**config.mk**
```make
export PLATFORM = sky130hd
export DESIGN_NAME = alaw_rr_scheduler
export DESIGN_NICKNAME = d
export VERILOG_FILES = /design/src/rtl/alaw_pkg.sv /design/src/rtl/alaw_rr_arbiter.sv /design/src/rtl/alaw_rr_scheduler.sv
export SDC_FILE = /design/constraint.sdc
export NUM_CORES = 1
export LEC_CHECK = 0
export CAP_MARGIN = 0
export CORE_AREA = 2 2 62 87
export DETAILED_ROUTE_END_ITERATION = 16
export DIE_AREA = 0 0 64 89
export PLACE_DENSITY_LB_ADDON = 0.3
export REMOVE_ABC_BUFFERS = 1
export SLEW_MARGIN = 20
export SYNTH_ARGS = -nofsm -noshare
export SYNTH_HDL_FRONTEND = slang
export SYNTH_SLANG_ARGS = --single-unit
```
**constraint.sdc**
```tcl
create_clock -name clk -period 3.7 [get_ports clk]
set_clock_uncertainty 0.15 [all_clocks]
set_input_delay 0.74 -clock clk [delete_from_list [all_inputs] [get_ports clk]]
set_output_delay 0.74 -clock clk [all_outputs]
set_load 0.01 [all_outputs]
```
**src/rtl/alaw_pkg.sv**
```systemverilog
// Shared constants and state encoding for the A-law scheduler family.
package alaw_pkg;
  localparam int ALAW_LIN_W  = 13;
  localparam int ALAW_CODE_W = 8;

  typedef enum logic [1:0] {
    ST_IDLE  = 2'd0,
    ST_RUN   = 2'd1,
    ST_DRAIN = 2'd2
  } alaw_state_e;
endpackage

```
**src/rtl/alaw_rr_arbiter.sv**
```systemverilog
// Combinational rotating-priority picker: searches upward from last+1, wrapping modulo NUM_CH.
module alaw_rr_arbiter #(
  parameter  int NUM_CH = 4,
  localparam int CH_W   = $clog2(NUM_CH)
) (
  input  logic [NUM_CH-1:0] req,
  input  logic [CH_W-1:0]   last,
  input  logic              enable,
  output logic [NUM_CH-1:0] grant,
  output logic [CH_W-1:0]   idx,
  output logic              any
);

  always_comb begin
    int c;
    logic [CH_W-1:0] ci;
    grant = '0;
    idx   = '0;
    any   = 1'b0;
    c     = 0;
    ci    = '0;
    if (enable) begin
      for (int off = 1; off <= NUM_CH; off++) begin
        c = int'(last) + off;
        if (c >= NUM_CH) c = c - NUM_CH;
        ci = CH_W'(c);
        if (!any && req[ci]) begin
          any       = 1'b1;
          grant[ci] = 1'b1;
          idx       = ci;
        end
      end
    end
  end

endmodule

```
**src/rtl/alaw_rr_scheduler.sv**
```systemverilog
// Round-robin scheduler sharing one external alaw_coder among NUM_CH requesters.
// Define ALAW_RR_STATS_EN to add per-channel accepted-sample counters (stat_count, stat_clr).
module alaw_rr_scheduler
  import alaw_pkg::*;
#(
  parameter  int NUM_CH = 4,
  localparam int CH_W   = $clog2(NUM_CH)
) (
  input  logic                         clk,
  input  logic                         rst,
  input  logic                         en,
  input  logic [NUM_CH-1:0]            in_valid,
  input  logic [NUM_CH*ALAW_LIN_W-1:0] in_lin,
  output logic [NUM_CH-1:0]            in_ready,
  output logic [ALAW_LIN_W-1:0]        coder_lin,
  input  logic [ALAW_CODE_W-1:0]       coder_alaw,
  output logic                         out_valid,
  output logic [ALAW_CODE_W-1:0]       out_alaw,
  output logic [CH_W-1:0]              out_chan,
  input  logic                         out_ready,
`ifdef ALAW_RR_STATS_EN
  input  logic                         stat_clr,
  output logic [NUM_CH*16-1:0]         stat_count,
`endif
  output logic                         busy
);

  alaw_state_e            state_q, state_d;
  logic [CH_W-1:0]        last_q, last_d;
  logic                   out_valid_q, out_valid_d;
  logic [ALAW_CODE_W-1:0] out_alaw_q, out_alaw_d;
  logic [CH_W-1:0]        out_chan_q, out_chan_d;

  logic [NUM_CH-1:0] grant;
  logic [CH_W-1:0]   grant_idx;
  logic              grant_any;
  logic              stage_free;

  assign stage_free = !out_valid_q || out_ready;

  alaw_rr_arbiter #(.NUM_CH(NUM_CH)) u_arb (
    .req    (in_valid),
    .last   (last_q),
    .enable ((state_q == ST_RUN) && en && stage_free),
    .grant  (grant),
    .idx    (grant_idx),
    .any    (grant_any)
  );

  assign in_ready = grant;

  always_comb begin
    coder_lin = '0;
    for (int i = 0; i < NUM_CH; i++) begin
      if (grant[i]) coder_lin = in_lin[ALAW_LIN_W*i +: ALAW_LIN_W];
    end
  end

  always_comb begin
    state_d     = state_q;
    last_d      = last_q;
    out_valid_d = out_valid_q;
    out_alaw_d  = out_alaw_q;
    out_chan_d  = out_chan_q;

    if (grant_any) begin
      out_valid_d = 1'b1;
      out_alaw_d  = coder_alaw;
      out_chan_d  = grant_idx;
      last_d      = grant_idx;
    end else if (out_ready) begin
      out_valid_d = 1'b0;
    end

    case (state_q)
      ST_IDLE:  if (en) state_d = ST_RUN;
      ST_RUN:   if (!en) state_d = out_valid_q ? ST_DRAIN : ST_IDLE;
      // Completing the drain takes priority over a same-cycle re-enable.
      ST_DRAIN: begin
        if (out_valid_q && out_ready) state_d = ST_IDLE;
        else if (en)                  state_d = ST_RUN;
      end
      default:  state_d = ST_IDLE;
    endcase
  end

  always_ff @(posedge clk or posedge rst) begin
    if (rst) begin
      state_q     <= ST_IDLE;
      last_q      <= CH_W'(NUM_CH - 1);
      out_valid_q <= 1'b0;
      out_alaw_q  <= '0;
      out_chan_q  <= '0;
    end else begin
      state_q     <= state_d;
      last_q      <= last_d;
      out_valid_q <= out_valid_d;
      out_alaw_q  <= out_alaw_d;
      out_chan_q  <= out_chan_d;
    end
  end

  assign out_valid = out_valid_q;
  assign out_alaw  = out_alaw_q;
  assign out_chan  = out_chan_q;
  assign busy      = (state_q != ST_IDLE);

`ifdef ALAW_RR_STATS_EN
  logic [NUM_CH-1:0][15:0] stat_q, stat_d;

  always_comb begin
    stat_d = stat_q;
    if (stat_clr) begin
      stat_d = '0;
    end else begin
      for (int i = 0; i < NUM_CH; i++) begin
        if (in_valid[i] && grant[i]) stat_d[i] = stat_q[i] + 16'd1;
      end
    end
  end

  always_ff @(posedge clk or posedge rst) begin
    if (rst) stat_q <= '0;
    else     stat_q <= stat_d;
  end

  assign stat_count = stat_q;
`endif

endmodule
```
-- Word level (Yosys, flattened, before mapping)
Index checks and enable logic that the tools add are counted.
- register bits after elaboration: 15
- bits of input ports: 68
- word-level logic and storage cells: 105
- $add $sub $neg: 8
- magnitude comparators: 12
- equality and inequality tests: 3
- mux-type cells: 56
- bitwise gates (word level): 3
- reductions and logical operators: 18
- operator list (operator ; count):
    $mux 13 ; 4
    $mux 2 ; 17
    $mux 4 ; 8
    $mux 1 ; 18
    $lt 2x3->1 const B ; 4
    $or 4x4->4 ; 3
    $logic_and 1x1->1 ; 10
    $ge 3x3->1 const B ; 3
    $bmux 1 s2 ; 4
    $demux 1 s2 ; 4
    $ge 2x1->1 const B ; 4
    $sub 2x1->2 const B ; 4
    $add 2x2->3 const B ; 2
    $pmux 2 s3 ; 1
    $add 2x3->4 const B ; 1
    $ge 4x3->1 const B ; 1
    $logic_not 1->1 ; 4
    $reduce_bool 2->1 ; 2
    $add 2x1->3 const B ; 1
    $eq 2x1->1 const B ; 1
    $eq 2x2->1 const B ; 1
    $logic_not 2->1 ; 1
    $ne 2x2->1 const B ; 1
    $logic_or 1x1->1 ; 1

-- Depth between registers and ports, before layout
Gate-level depths: netlist (run 1).
- depth in word-level cells: 24
- gate-level depth with buffers: 14
- mapped depth without buffers: 10

-- Modules after synthesis
A second synthesis (run 1) with hierarchy kept.
- cell total of the unflattened synthesis: 157
- area, all modules: 1397.6 sq um
- by module, submodules not included (module ; instances ; cells an instance ; area an instance (sq um)):
    alaw_rr_scheduler ; 1 ; 98 ; 918.4
    alaw_rr_arbiter ; 1 ; 59 ; 479.2

-- Worst setup path after synthesis (run 1)
No wires, ideal clock.
- path kind: reg2out
- start: register last_q[0]
- end: output coder_lin[10]
- arrival time: 2833 ps
- data required time: 2810 ps
- slack: -23 ps
- stages on the path, launching flop included: 15
- path buffers: 4
- path through: dfstp_2 buf_6 buf_6 inv_1 ha_1 buf_6 mux4_2 nand2_1 mux2i_1 a221oi_2 nand2b_2 inv_2 buf_6 a221oi_2 o21ai_1
- elaborated cells on any way between the ends: 75
- classes of those cells: 8 x add/sub; 12 x order compare; 42 x mux; 3 x bitwise; 10 x reduce/logical
- RTL lines (what ; line ; RTL):
    from (decl) ; alaw_rr_scheduler.sv:29 ; logic [CH_W-1:0] last_q, last_d;
    from (signal assigned) ; alaw_rr_scheduler.sv:90 ; last_q <= CH_W'(NUM_CH - 1);
    from (signal assigned) ; alaw_rr_scheduler.sv:96 ; last_q <= last_d;
    branches (longest 18 deep; another with $add 2x1->3) ; - ;
    $mux 4 (*) ; alaw_rr_arbiter.sv:27 ; if (!any && req[ci]) begin
    $mux 4 (*) ; alaw_rr_arbiter.sv:22 ; if (enable) begin
    net in_ready[2] ; alaw_rr_scheduler.sv:14 ; output logic [NUM_CH-1:0] in_ready,
    $mux 13 (*) (2 in a row) ; alaw_rr_scheduler.sv:55 ; if (grant[i]) coder_lin = in_lin[ALAW_LIN_W*i +: ALAW_LIN_W];
    to (decl) ; alaw_rr_scheduler.sv:15 ; output logic [ALAW_LIN_W-1:0] coder_lin,
Mark *: on every way through the listed nets, which the timed path passes. The select of a mux whose other input is x is not followed.

-- Worst setup path in the final report (run 1)
- start: register last_q[0]
- end: output coder_lin[8]
- longest elaborated chain between the ends: 24
- elaborated cells on any way between the ends: 75
- classes of those cells: 8 x add/sub; 12 x order compare; 42 x mux; 3 x bitwise; 10 x reduce/logical
- ends and longest elaborated chain (what ; line):
    branches (longest 18 deep; another with $add 2x1->3) ; -
    $mux 4 (*) ; alaw_rr_arbiter.sv:27
    $mux 4 (*) ; alaw_rr_arbiter.sv:22
    $mux 13 (3 in a row) ; alaw_rr_scheduler.sv:55
    $mux 13 (*) ; alaw_rr_scheduler.sv:55
Every way passes the cells marked *. The select of a mux whose other input is x is not followed.

==> impl_metrics.tcl, run 1 <==
set metrics [dict create \
    layout_commonest_cell "clkdlybuf4s50_1" \
    cap_violations 0 \
    synth_area_leaders "dfrtp_1, a221oi_2, mux2_2, nand2_1, ha_1" \
    grt_pass1_wl_um 9000 \
    tritoncts "built" \
    final.min_clock_period_ps 3650 \
    finalNetCount 385 \
    fp.dieW_um 64 \
    track_usage 0.197 \
    io_pins 97 \
    slowest_stage "dfstp_2" \
    syn_to_final_growth_pct 85.0 \
    async_reset_ff_frac 1.00 \
    final_cell_mix "clkdlybuf4s50_1, nand2_1, buf_4" \
    critPathBufInv 3 \
    core_um2 4840 \
    drive_gt1_frac 0.318 \
    die_area_um2 5700 \
    rsz0062_at_grt "true" \
    first_pass_iters 4 \
    yosysUniqueCellTypes 41 \
    dp_hpwl_um 4100 \
    vias 1894 \
    setup_viol 0 \
    cp_common_cell "a221oi_2" \
    ir_worst_vdd_v 0.000328 \
    avgSynthCellArea_um2 8.72 \
    clock-sinks 15 \
    synth_largest_area_cell "dfrtp_1" \
    max_stage_delay_ps 540 \
    die_y_um 89 \
    route.detailed.drc 0 \
    fin_crit_sh 0.988 \
    power_leakage_nw 1.30 \
    num_rows 30 \
    overflow 0 \
    ys_ff_latch 15 \
    drtIter0Drc 58 \
    clockRootBuffer "clkbuf_8" \
    yosys.area.top_type_share 0.200 \
    placed_cells 359 \
    slew_violations 0 \
    cts_max_level 1 \
    final-hold-violation-count 0 \
    max_freq_mhz 274 \
    clkTransAtPathRegs_ps 60 \
    yosys_most_used_dff "dfrtp_1" \
    path_delay_family "multiplexers" \
    end_kind "output port" \
    ys_seq_area_frac 0.233 \
    worst_pin_slew_ps 576 \
    synth_edf_count 0 \
    port_buffers 96 \
    grt_pass1_vias 1853 \
    max_slew_margin 0.615 \
    final_util 0.620 \
    post_drt_wl_per_cell_um 15.2 \
    path_cells "inv_2 -> ha_4 -> mux4_2 -> nand2_1 -> mux2i_1 -> a221oi_2 -> nand2b_4 -> inv_8 -> a221oi_2 -> o21ai_1 -> buf_2" \
    whs_ps 356 \
    vias_per_cell 5.09 \
    syn-cell-area_um2 1620 \
    cp_max_fo 14 \
    synthCells 186 \
    clockBufferDepth 2 \
    critPathKind "reg -> out" \
    clock_latency_ps 240 \
    outcome "finished, final reports clean" \
    synth_warnings 0 \
    hold_path.class "reg -> reg" \
    antenna_cells 0 \
    power.density_nw_per_um2 571 \
    cp.arrival_ps 2760 \
    cts_made_buffers 3 \
    gp_congestion 0.803 \
    antenna_found_initial 0 \
    stdcell_count 372 \
    worstPathRequired_ps 2810 \
    routed_wl_um 5670 \
    initial_utilization 0.335 \
    grt_max_degree 19 \
    drtAntennaViolNets 0 \
    cp-start-kind "flip-flop" \
]
power by group:
part           internal, mW  switching (mW)  total, mW
Sequential            0.220          0.0284      0.248
Clock                0.0760          0.0514      0.127
Combinational         0.723           0.616       1.34
Total                  1.02           0.696       1.72
final cells by class:
cell class                 instances  area [µm²]
timing repair buffer             131        1240
tap                               64        80.1
multi-input combinational        147        1210
inverter                          11        48.8
fill                             403        1840
clock buffer                       4        45.0
sequential                        15         378
cell families after synthesis:
kind of cell               synth area share
xor gates and xnor gates             0.0108
muxes                                 0.155
AOI/OAI and AO/OA                     0.288
DFF                                   0.233
adders and majority gates            0.0617
buffers and inverters                0.0941
and+or+nand+nor                       0.157
cells in the mapped netlist (all sizes together), types with 4 or more instances:
library cell / number
dfrtp: 13
nand2: 27
o22ai: 4
a21oi: 6
mux2i: 9
nor2: 11
buf: 13
inv: 11
mux2: 10
ha: 8
a221oi: 14
nand2b: 5
o21ai: 30
metal layers:
layer | vias up | global-route usage | routed length [µm]
met3 | 4 | 0.0315 | 391
met4 | 0 | 0.0375 | 38
met5 | - | 0 | 0
met2 | 85 | 0.396 | 3030
li1 | 915 | - | -
met1 | 890 | 0.215 | 2210
what timing repair did:
action,4_1_cts,5_1_grt
hold buffers,0,0
resized for setup,84,12
buffers inserted,7,0
pin swaps,10,4
setup endpoints to repair,17,15
gates cloned,2,0
per-stage QoR:
| step | power [mW] | cell area (µm²) | setup slack (ps) | setup TNS (ps) |
|---|---|---|---|---|
| after global routing | 1.84 | 3000 | -105 | -1120 |
| after floorplan | 0.895 | 1510 | -365 | -3330 |
| final | 1.72 | 3000 | 46.0 | 0 |
| after global placement | 1.44 | 2790 | -587 | -8040 |
| after CTS | 1.69 | 2960 | 6.95 | 0 |
| after detailed placement | 1.45 | 2790 | -640 | -8960 |
state kept, by name, summed over array words and instances, names as in the netlist:
| name | count |
|---|---|
| out_chan | 2 |
| state_q | 2 |
| out_valid | 1 |
| out_alaw | 8 |
| last_q | 2 |
worst paths after layout:
path | startpoint | end | cells after the start | slack (ps)
hold / removal | out_alaw[3] | out_alaw[3] | 1 | 360
min in group asynchronous | rst | out_chan[1] | 2 | 710
hold reg to reg | out_alaw[3] | out_alaw[3] | 1 | 360
setup reg to reg | last_q[0] | out_chan[0] | 7 | 1300
max in group asynchronous | rst | last_q[0] | 2 | 2320
setup / recovery | last_q[0] | coder_lin[8] | 11 | 50
(Power assumes the default switching activity.)
==> run 2: changes to the inputs <==
Settings changed: CORE_AREA 2 2 62 87 to 2 2 59 84, DIE_AREA 0 0 64 89 to 0 0 61 86, MAX_ROUTING_LAYER from default to met4, SYNTH_HIERARCHICAL from default to 1.
==> impl_metrics.tcl, run 2 <==
set metrics [dict create \
    max_stage_delay_ps 590 \
    cp_common_cell "buf_6" \
    postLayoutCellArea_um2 3020 \
    port_buffers 96 \
    clock_latency_ps 240 \
    post_drt_wl_per_cell_um 16.2 \
    antenna_found_initial 0 \
    largest_reg_flops 8 \
    drtIter0Drc 53 \
    worst_pin_slew_ps 561 \
    power_leakage_nw 1.22 \
    avgSynthCellArea_um2 8.90 \
    r2r_slack_ps 1490 \
    first_pass_iters 4 \
    path_cells "mux4_2 -> buf_6 -> a221oi_4 -> o2bb2ai_4 -> nor2b_4 -> buf_6 -> a22oi_2 -> a21oi_1 -> buf_2" \
    pwr-share-seq 0.203 \
    r2r-start "last_q[0]" \
    die_y_um 86 \
    reg2reg_to "out_chan[0]" \
    multiInputGateArea_um2 1160 \
    reg2regPathDepth 8 \
    max_freq_mhz 271 \
    slew_violations 0 \
    drive_gt1_frac 0.414 \
    initial_utilization 0.313 \
    fin_crit_sh 0.996 \
    cp.arrival_ps 2800 \
    cap_violations 0 \
    final-hold-violation-count 0 \
    syn-cell-area_um2 1400 \
    critPathKind "reg -> out" \
    track_usage 0.205 \
    whs_ps 356 \
    core_um2 4460 \
    drtAntennaViolNets 0 \
    clkTransAtPathRegs_ps 60 \
    grt_pass1_wl_um 8270 \
    post-synth-top-count-cell "a21oi_1" \
    placedInstanceArea_um2 2620 \
    io_pins 97 \
    ys_ff_latch 15 \
    cts_made_buffers 3 \
    gp_congestion 0.837 \
    share_comb_of_total_power 0.681 \
    fp.dieW_um 61 \
    outcome "finished, final reports clean" \
    finalNetCount 374 \
    yosys.area.top_type_share 0.233 \
    cp-endpoint "coder_lin[0]" \
    grt_max_degree 16 \
    async_reset_ff_frac 1.00 \
    ys_seq_area_frac 0.270 \
    syn_to_final_growth_pct 116 \
    synth_area_leaders "dfrtp_1, ha_1, mux2_2, a22oi_1, o22ai_1" \
    synthTopCellsByCount "a21oi_1, dfrtp_1, inv_1, o21ai_0, o22ai_1" \
    setup_viol 0 \
    ctsHoldBuffers 0 \
    num_rows 29 \
    clockBufferDepth 2 \
    switching_share 0.377 \
    power.density_nw_per_um2 362 \
    max_slew_margin 0.626 \
    cp_max_fo 7 \
    rsz0062_at_grt "true" \
    vias_per_cell 5.13 \
    dp_hpwl_um 3960 \
    grt_pass1_vias 1869 \
    yosysUniqueCellTypes 39 \
    tritoncts "built" \
    synth_warnings 6 \
    synth_edf_count 0 \
    ir_worst_vdd_v 0.000292 \
    synthCells 157 \
    yosys_most_used_dff "dfrtp_1" \
    routed_wl_um 5800 \
    final_cell_mix "clkdlybuf4s50_1, buf_4" \
    slowest_stage "dfstp_2" \
    power.share.clock 0.116 \
    critPathLaunch "last_q[0]" \
    hold_path.class "reg -> reg" \
    final_util 0.676 \
    clock-sinks 15 \
    p_int_mw 0.680 \
    cp-start-kind "flip-flop" \
    clockRootBuffer "clkbuf_8" \
    switchingPower_mw 0.412 \
    antenna_cells 0 \
    fill_cells 342 \
    vias 1840 \
    synth_largest_area_cell "dfrtp_1" \
    layout_commonest_cell "clkdlybuf4s50_1" \
    cts_max_level 1 \
    register_area_um2 378 \
    route.detailed.drc 0 \
    end_kind "output port" \
    worstPathRequired_ps 2810 \
    die_area_um2 5250 \
    overflow 0 \
    final.min_clock_period_ps 3690 \
]
run 2: cell types whose count changed after synthesis, sizes merged, moves of 3 or more:
cell and change:
a221oi -10, nand3b +4, nor2 -4, o21ai -18, o22ai +8, o2bb2ai +3
a21oi +8, buf -4, nand2 -20, mux2i -9, a22oi +10
run 2: logic make-up (layout without fill, tap and decap cells):
| group | count (synthesis) | count (layout) | synth area share |
|---|---|---|---|
| simple gates | 33 | 33 | 0.136 |
| flops | 15 | 15 | 0.270 |
| compound gates | 70 | 70 | 0.344 |
| fa+ha+maj | 8 | 8 | 0.0716 |
| mux | 10 | 10 | 0.0967 |
| buf+inv | 21 | 161 | 0.0815 |
run 2: worst max-delay path, delay by kind of cell (launching register included):
family / cells / cell delay, ps
compound gates: 4 / 700
flops: 1 / 590
mux: 1 / 580
buf+inv: 3 / 510
simple gates: 1 / 170
run 2: worst min-delay path by stage:
stage,end,cells past startpoint,slack (ps),startpoint
after global routing,out_alaw[2],1,370,out_alaw[2]
after global placement,out_alaw[5],1,340,out_alaw[5]
after floorplan,state_q[0],1,330,state_q[1]
after detailed placement,out_alaw[1],1,340,out_alaw[1]
after CTS,out_alaw[0],1,360,out_alaw[0]
final,out_alaw[5],1,360,out_alaw[5]
run 2: final cells by class:
class | count | share of cell area
inverter | 12 | 0.0162
tap | 62 | 0.0257
timing repair buffer | 144 | 0.432
clock buffer | 4 | 0.0149
timing repair inverter | 1 | 0.00249
sequential | 15 | 0.125
multi-input combinational | 121 | 0.383
run 2: power groups by stage:
stage,clock [mW],combinational (mW),sequential (mW)
after floorplan,0,0.232,0.247
after global placement,0,0.608,0.224
after detailed placement,0,0.617,0.225
after CTS,0.132,0.660,0.223
after global routing,0.135,0.792,0.226
final,0.126,0.743,0.222
run 2: metrics by stage:
stage          setup TNS [ps]  cells  power, mW  setup slack, ps
2_1_floorplan           -3110    148      0.479             -260
3_3_place_gp           -10640    340      0.832             -773
3_5_place_dp           -11580    340      0.842             -836
4_1_cts                     0    354       1.01             10.6
5_1_grt                  -410    359       1.15            -70.1
6_report                    0    359       1.09             14.0
run 2: repair_timing:
action / 4_1_cts / 5_1_grt
pin swaps: 22 / 5
setup endpoints to repair: 17 / 15
setup buffers: 10 / 5
gates resized for setup: 103 / 27
gates cloned: 1 / 0
run 2: metal layers:
layer / vias to the layer above / global-route usage / part of all wire
met5: - / - / 0
met4: 0 / 0.0237 / 0
met3: 0 / 0.0407 / 0.094
met2: 92 / 0.411 / 0.55
met1: 865 / 0.196 / 0.35
li1: 883 / - / -
